`config.mk`:
```
export PLATFORM = sky130hd
export DESIGN_NAME = sata_fis_crc_appender
export DESIGN_NICKNAME = d
export VERILOG_FILES = /design/src/rtl/sata_pkg.sv /design/src/rtl/sata_fis_crc_appender.sv
export SDC_FILE = /design/constraint.sdc
export NUM_CORES = 1
export LEC_CHECK = 0
export ABC_CLOCK_PERIOD_IN_PS = 6700
export CAP_MARGIN = 5
export CORE_UTILIZATION = 52
export DETAILED_ROUTE_END_ITERATION = 6
export GPL_TIMING_DRIVEN = 0
export PLACE_DENSITY = 0.86
export SETUP_SLACK_MARGIN = 0.05
export SLEW_MARGIN = 15
export SYNTH_ARGS = -nofsm -noshare
export SYNTH_HDL_FRONTEND = slang
export SYNTH_SLANG_ARGS = --single-unit
```
`constraint.sdc`:
```
create_clock -name clk -period 6.7 [get_ports clk]
set_input_delay 0.67 -clock clk [delete_from_list [all_inputs] [get_ports clk]]
set_output_delay 0.67 -clock clk [all_outputs]
set_load 0.05 [all_outputs]
```
`src/rtl/sata_pkg.sv`:
```
// SATA transport-side shared definitions: CRC constants, appender state
// type and the single-dword CRC32 step shared by transmit and receive logic.
package sata_pkg;

  localparam logic [31:0] SATA_CRC_POLY = 32'h04C11DB7;
  localparam logic [31:0] SATA_CRC_INIT = 32'h52325032;

  typedef enum logic {
    ST_DATA = 1'b0,
    ST_CRC  = 1'b1
  } sata_crc_state_e;

  // Serial LFSR unrolled over one dword, bit 31 first, no reflection, no final XOR.
  function automatic logic [31:0] sata_crc32_dword(input logic [31:0] crc,
                                                   input logic [31:0] dat);
    logic [31:0] c;
    logic        fb;
    c = crc;
    for (int i = 31; i >= 0; i--) begin
      fb = c[31] ^ dat[i];
      c  = {c[30:0], 1'b0} ^ (fb ? SATA_CRC_POLY : 32'h0);
    end
    return c;
  endfunction

endpackage

```
`src/rtl/sata_fis_crc_appender.sv`:
```
// FIS dword pass-through with one registered output stage; appends the SATA
// CRC32 of the frame as a trailing dword flagged with o_eop.
// Optional length limit: define SATA_FIS_LEN_LIMIT_EN to force a frame end
// after MAX_DWORDS accepted words (o_err pulses on that acceptance).
module sata_fis_crc_appender
  import sata_pkg::*;
#(
  parameter int unsigned MAX_DWORDS = 2049
) (
  input  logic        clk,
  input  logic        reset_n,
  input  logic [31:0] i_dat,
  input  logic        i_val,
  input  logic        i_eop,
  output logic        i_rdy,
  output logic [31:0] o_dat,
  output logic        o_val,
  output logic        o_eop,
  input  logic        o_rdy,
  output logic        o_err
);

  // A zero-length limit would make every word a forced end; reject it early.
  if (MAX_DWORDS < 1) begin : g_bad_max_dwords
    $error("MAX_DWORDS must be at least 1");
  end

  sata_crc_state_e state_q;
  logic [31:0]     crc_q;
  logic [31:0]     o_dat_q;
  logic            o_val_q;
  logic            o_eop_q;
  logic            out_free;
  logic            in_xfer;
  logic            len_hit;
  logic            crc_load;

  assign out_free = ~o_val_q | o_rdy;
  assign i_rdy    = (state_q == ST_DATA) & out_free;
  assign in_xfer  = i_val & i_rdy;
  assign crc_load = (state_q == ST_CRC) & out_free;

`ifdef SATA_FIS_LEN_LIMIT_EN
  localparam int unsigned CNT_W = $clog2(MAX_DWORDS + 1);

  logic [CNT_W-1:0] cnt_q;
  logic             o_err_q;

  // Word MAX_DWORDS without i_eop closes the frame as if i_eop were set.
  assign len_hit = in_xfer & ~i_eop & (cnt_q == CNT_W'(MAX_DWORDS - 1));

  // Per-frame accepted-word counter and one-cycle forced-end pulse.
  always_ff @(posedge clk or negedge reset_n) begin
    if (!reset_n) begin
      cnt_q   <= '0;
      o_err_q <= 1'b0;
    end else begin
      o_err_q <= len_hit;
      if (crc_load)     cnt_q <= '0;
      else if (in_xfer) cnt_q <= cnt_q + 1'b1;
    end
  end

  assign o_err = o_err_q;
`else
  assign len_hit = 1'b0;
  assign o_err   = 1'b0;
`endif

  // Frame FSM: forward data words, then load the CRC word once the output frees.
  always_ff @(posedge clk or negedge reset_n) begin
    if (!reset_n) begin
      state_q <= ST_DATA;
      crc_q   <= SATA_CRC_INIT;
      o_dat_q <= '0;
      o_val_q <= 1'b0;
      o_eop_q <= 1'b0;
    end else begin
      if (o_val_q && o_rdy) o_val_q <= 1'b0;
      case (state_q)
        ST_DATA: begin
          if (in_xfer) begin
            o_dat_q <= i_dat;
            o_val_q <= 1'b1;
            o_eop_q <= 1'b0;
            crc_q   <= sata_crc32_dword(crc_q, i_dat);
            if (i_eop || len_hit) state_q <= ST_CRC;
          end
        end
        ST_CRC: begin
          if (out_free) begin
            o_dat_q <= crc_q;
            o_val_q <= 1'b1;
            o_eop_q <= 1'b1;
            crc_q   <= SATA_CRC_INIT;
            state_q <= ST_DATA;
          end
        end
        default: state_q <= ST_DATA;
      endcase
    end
  end

  assign o_dat = o_dat_q;
  assign o_val = o_val_q;
  assign o_eop = o_eop_q;

endmodule

```
==> results summary <==
The flow ran to the end, and the final reports show no timing, DRC or antenna violations. The synthesized-area fraction occupied by ao, oa, aoi and oai cells is 6.10%. The floorplan step defined a die boundary enclosing 0.0116 sq mm.

The maximum clock frequency came out at 207 MHz. In the synthesized netlist, the cells that appear most often are 162 x xnor2_1, 56 x dfrtp_1, 55 x nand2_1, 48 x o21ai_0, 43 x xor2_1. The shortest clock period the worst path allows after layout is 4.83 ns.

The critical path start-end classification is in2reg. The share of synthesized cell area in and, or, nand and nor gates came out at 4.79%. The tool flagged a number of max-cap violations equal to 0. Setup repair after global routing left no endpoint under its margin.

The number of DRC markers in iteration 0 is 216. The pin slew with the least headroom to its limit came out at 0.884 ns. The number of distinct library cell variants in the gate-level netlist after synthesis is 27.

The number of instances resized during post-cts repair came out at 0. After routing, the total negative slack on setup checks comes to 0 ns. The xor/xnor share of the synthesized area is 53.1%. In this design, the stage delay of the slowest critical-path cell is 0.67 ns. The data arrival time at the worst-slack endpoint came out at 5.10 ns.

From left edge to right edge, the die measures 108 um. The final count of hold timing violations is 0. The initial antenna violation count came out at 0.

The relative max-transition margin is 40.7%. The count of inserted antenna diode cells came out at 0. The net count of the finished layout is 642. The number of synthesized flops with an enable pin came out at 0. The min-delay analysis places its worst path in the category in2async. The synthesis-stage register bit count is 67. The number of failing setup endpoints in the final timing report is 0. Wires add up to 15400 um.

After synthesis, the share of flip-flops with an asynchronous set or reset is 100%. Once the clock tree was built, the setup fixing pass inserted 0 buffers. The slowest cell on the critical path is xnor3_2. The max-slew violation count is 0. Yosys instantiated no cell more often than xnor2_1. The maximum clock path buffer count is 2.

The worst path required time is 6.96 ns. The endpoint identified for the worst register-to-register timing path is crc_q[6]. The detailed router placed 4080 vias in this run.

TritonCTS built the clock tree. In the routed design, unresolved DRC markers number 0. Walking the worst path, the cells encountered are clkdlybuf4s50_1 > xor2_1 > xnor3_1 > xnor3_1 > xnor2_2 > xnor3_2 > xnor3_1 > xnor3_1 > xnor2_1 > a21oi_1. The number of sinks handled by clock tree synthesis is 67. The gate count of the mapped netlist came out at 522.

For the worst flop-to-flop path, the logic depth is 9. The sum of buffers and inverters on the critical path came out at 1. The clock-pin slew of the registers on the worst-case setup and hold paths is 0.08 ns. The post-route netlist has 8.36% of its cells at a drive strength greater than 1. The multiplexer share of the synthesized area came out at 5.52%.

The initial utilization of the core area, before any placement, comes to 53.5%. The final core area utilization is 63.6%. Dividing the detail-routed wire length by the instance count gives 20.5 um. The dominant delay contributor by cell family on the critical path is XOR/XNOR gates.

The via density per instance came out at 5.44. The count of boundary I/O pins is 73. The number of H-tree levels is 3. The synthesized area divided by synthesized cell count is 11.1 sq um.

The post-synthesis share of cell area spent on full adders, half adders and majority gates is 0%. Sorting the synthesized cells by area gives the leading types as xnor2_1 24%, dfrtp_1 24%, xnor3_1 13%, xor2_1 6.5%, mux2i_1 5.5%. The post-route clock skew is 0.0180 ns. The area share of the largest cell type after synthesis is 24.5%.

The detailed-placement wirelength estimate is 12400 um. The start point of the critical path is i_dat[31]. The post-synthesis net count came out at 559. The first global-routing pass estimated 23900 um of wire. By area, the combinational part of the netlist is dominated by XOR/XNOR gates. The clock latency reported for the late side of the worst-skew pair came out at 0.37 ns.

STA classifies the critical path endpoint as a flip-flop. The count of warnings emitted by yosys came out at 0. The count of nets left with antenna violations once routing finished came out at 0. The flip-flop cell with the highest count after synthesis is dfrtp_1. The root buffer cell chosen for the clock tree is clkbuf_8. The height of the die came out at 108 um. The startpoint identified for the worst register-to-register timing path is crc_q[29]. Of all nets on the critical path, the largest fanout is 6. The number of buffers added by the clock tree synthesis step is 9. The number of rows in the core area is 38. Global routing used 28.7% of the available tracks.

The number of port buffers is 71. Hold repair after CTS inserted 0 buffers. The synthesized area is 0.00580 sq mm. The most frequent cell on the critical path is xnor3_1. The length of the first detailed-routing pass in iterations came out at 4. The sum of overflow across all layers after global routing came out at 0.

The final weighted congestion of routability-driven global placement is 0.979. The area growth from synthesis to layout is 18.9%. The area inside the core boundary is 0.0108 sq mm.

The setup check on the worst reg-to-reg path leaves a slack of 2.33 ns. STA classifies the critical path startpoint as an input pin. The via count of the first global-routing pass is 4185. The largest area contributor in the synthesized netlist is xnor2_1. The share of the clock period used by the worst path is 72.2%. For this run, the register share of the synthesized area comes to 29.1%. The maximum number of pins on one net before global-route repair is 35.
==> cell type report <==
class | count | area (sq um)
plain buffers | 18 | 71.3
clock buffers | 10 | 128
clock inverters | 6 | 65.1
fillers | 923 | 3940
multi-input cells | 437 | 4040
flip-flops and latches | 67 | 1690
well taps | 140 | 175
repair buffers | 72 | 728
==> per-layer routing <==
metal	wire, um	up-vias	GRT usage [%]
met2	7330	130	47.8
met1	6630	2030	36.8
li1	-	1884	-
met3	850	36	5.02
met4	585	0	11.9
met5	0	-	0
==> logic make-up after synthesis <==
kind of cell	after synthesis
xor+xnor	266
simple gates	71
compound gates	67
flops	67
mux	32
buf+inv	18
other cells	1
==> per-stage QoR <==
step	cells	hold WS [ns]	instance area [sq um]	setup WS, ns
3_5_place_dp	734	0.469	6700	1.51
6_report	750	0.241	6900	1.87
2_1_floorplan	522	0.374	5800	2.79
3_3_place_gp	733	0.461	6690	1.52
5_1_grt	750	0.261	6900	1.79
4_1_cts	750	0.249	6900	1.86
==> state kept, by name, indices dropped and copies added (netlist names) <==
name and count:
o_eop 1, state_q 1, o_val 1, o_dat 32, crc_q 32
==> placed cells by master (no fill, tap or decap), types with 2 or more instances in the layout <==
cell / count
a21oi_1: 8
a22o_1: 2
buf_1: 4
buf_4: 2
clkbuf_1: 14
clkbuf_8: 9
clkdlybuf4s50_1: 70
clkinv_2: 2
dfrtp_1: 56
dfstp_2: 11
mux2i_1: 32
nand2_1: 55
nor2_1: 11
o21ai_0: 48
o21ai_1: 6
o22a_1: 3
xnor2_1: 162
xnor2_2: 12
xnor2_4: 2
xnor3_1: 34
xnor3_2: 3
xor2_1: 43
xor2_2: 5
xor3_1: 5
==> worst max-delay path by stage <==
stage,end,slack [ns],depth (start not counted)
floorplan,crc_q[17],2.79,9
global placement,crc_q[13],1.52,10
detailed placement,crc_q[13],1.51,10
CTS,crc_q[13],1.86,10
global route,crc_q[6],1.79,10
finish,crc_q[17],1.87,10
Power is not shown: default switching activity piles up to over one toggle a cycle in this logic, so the estimate is an artifact.
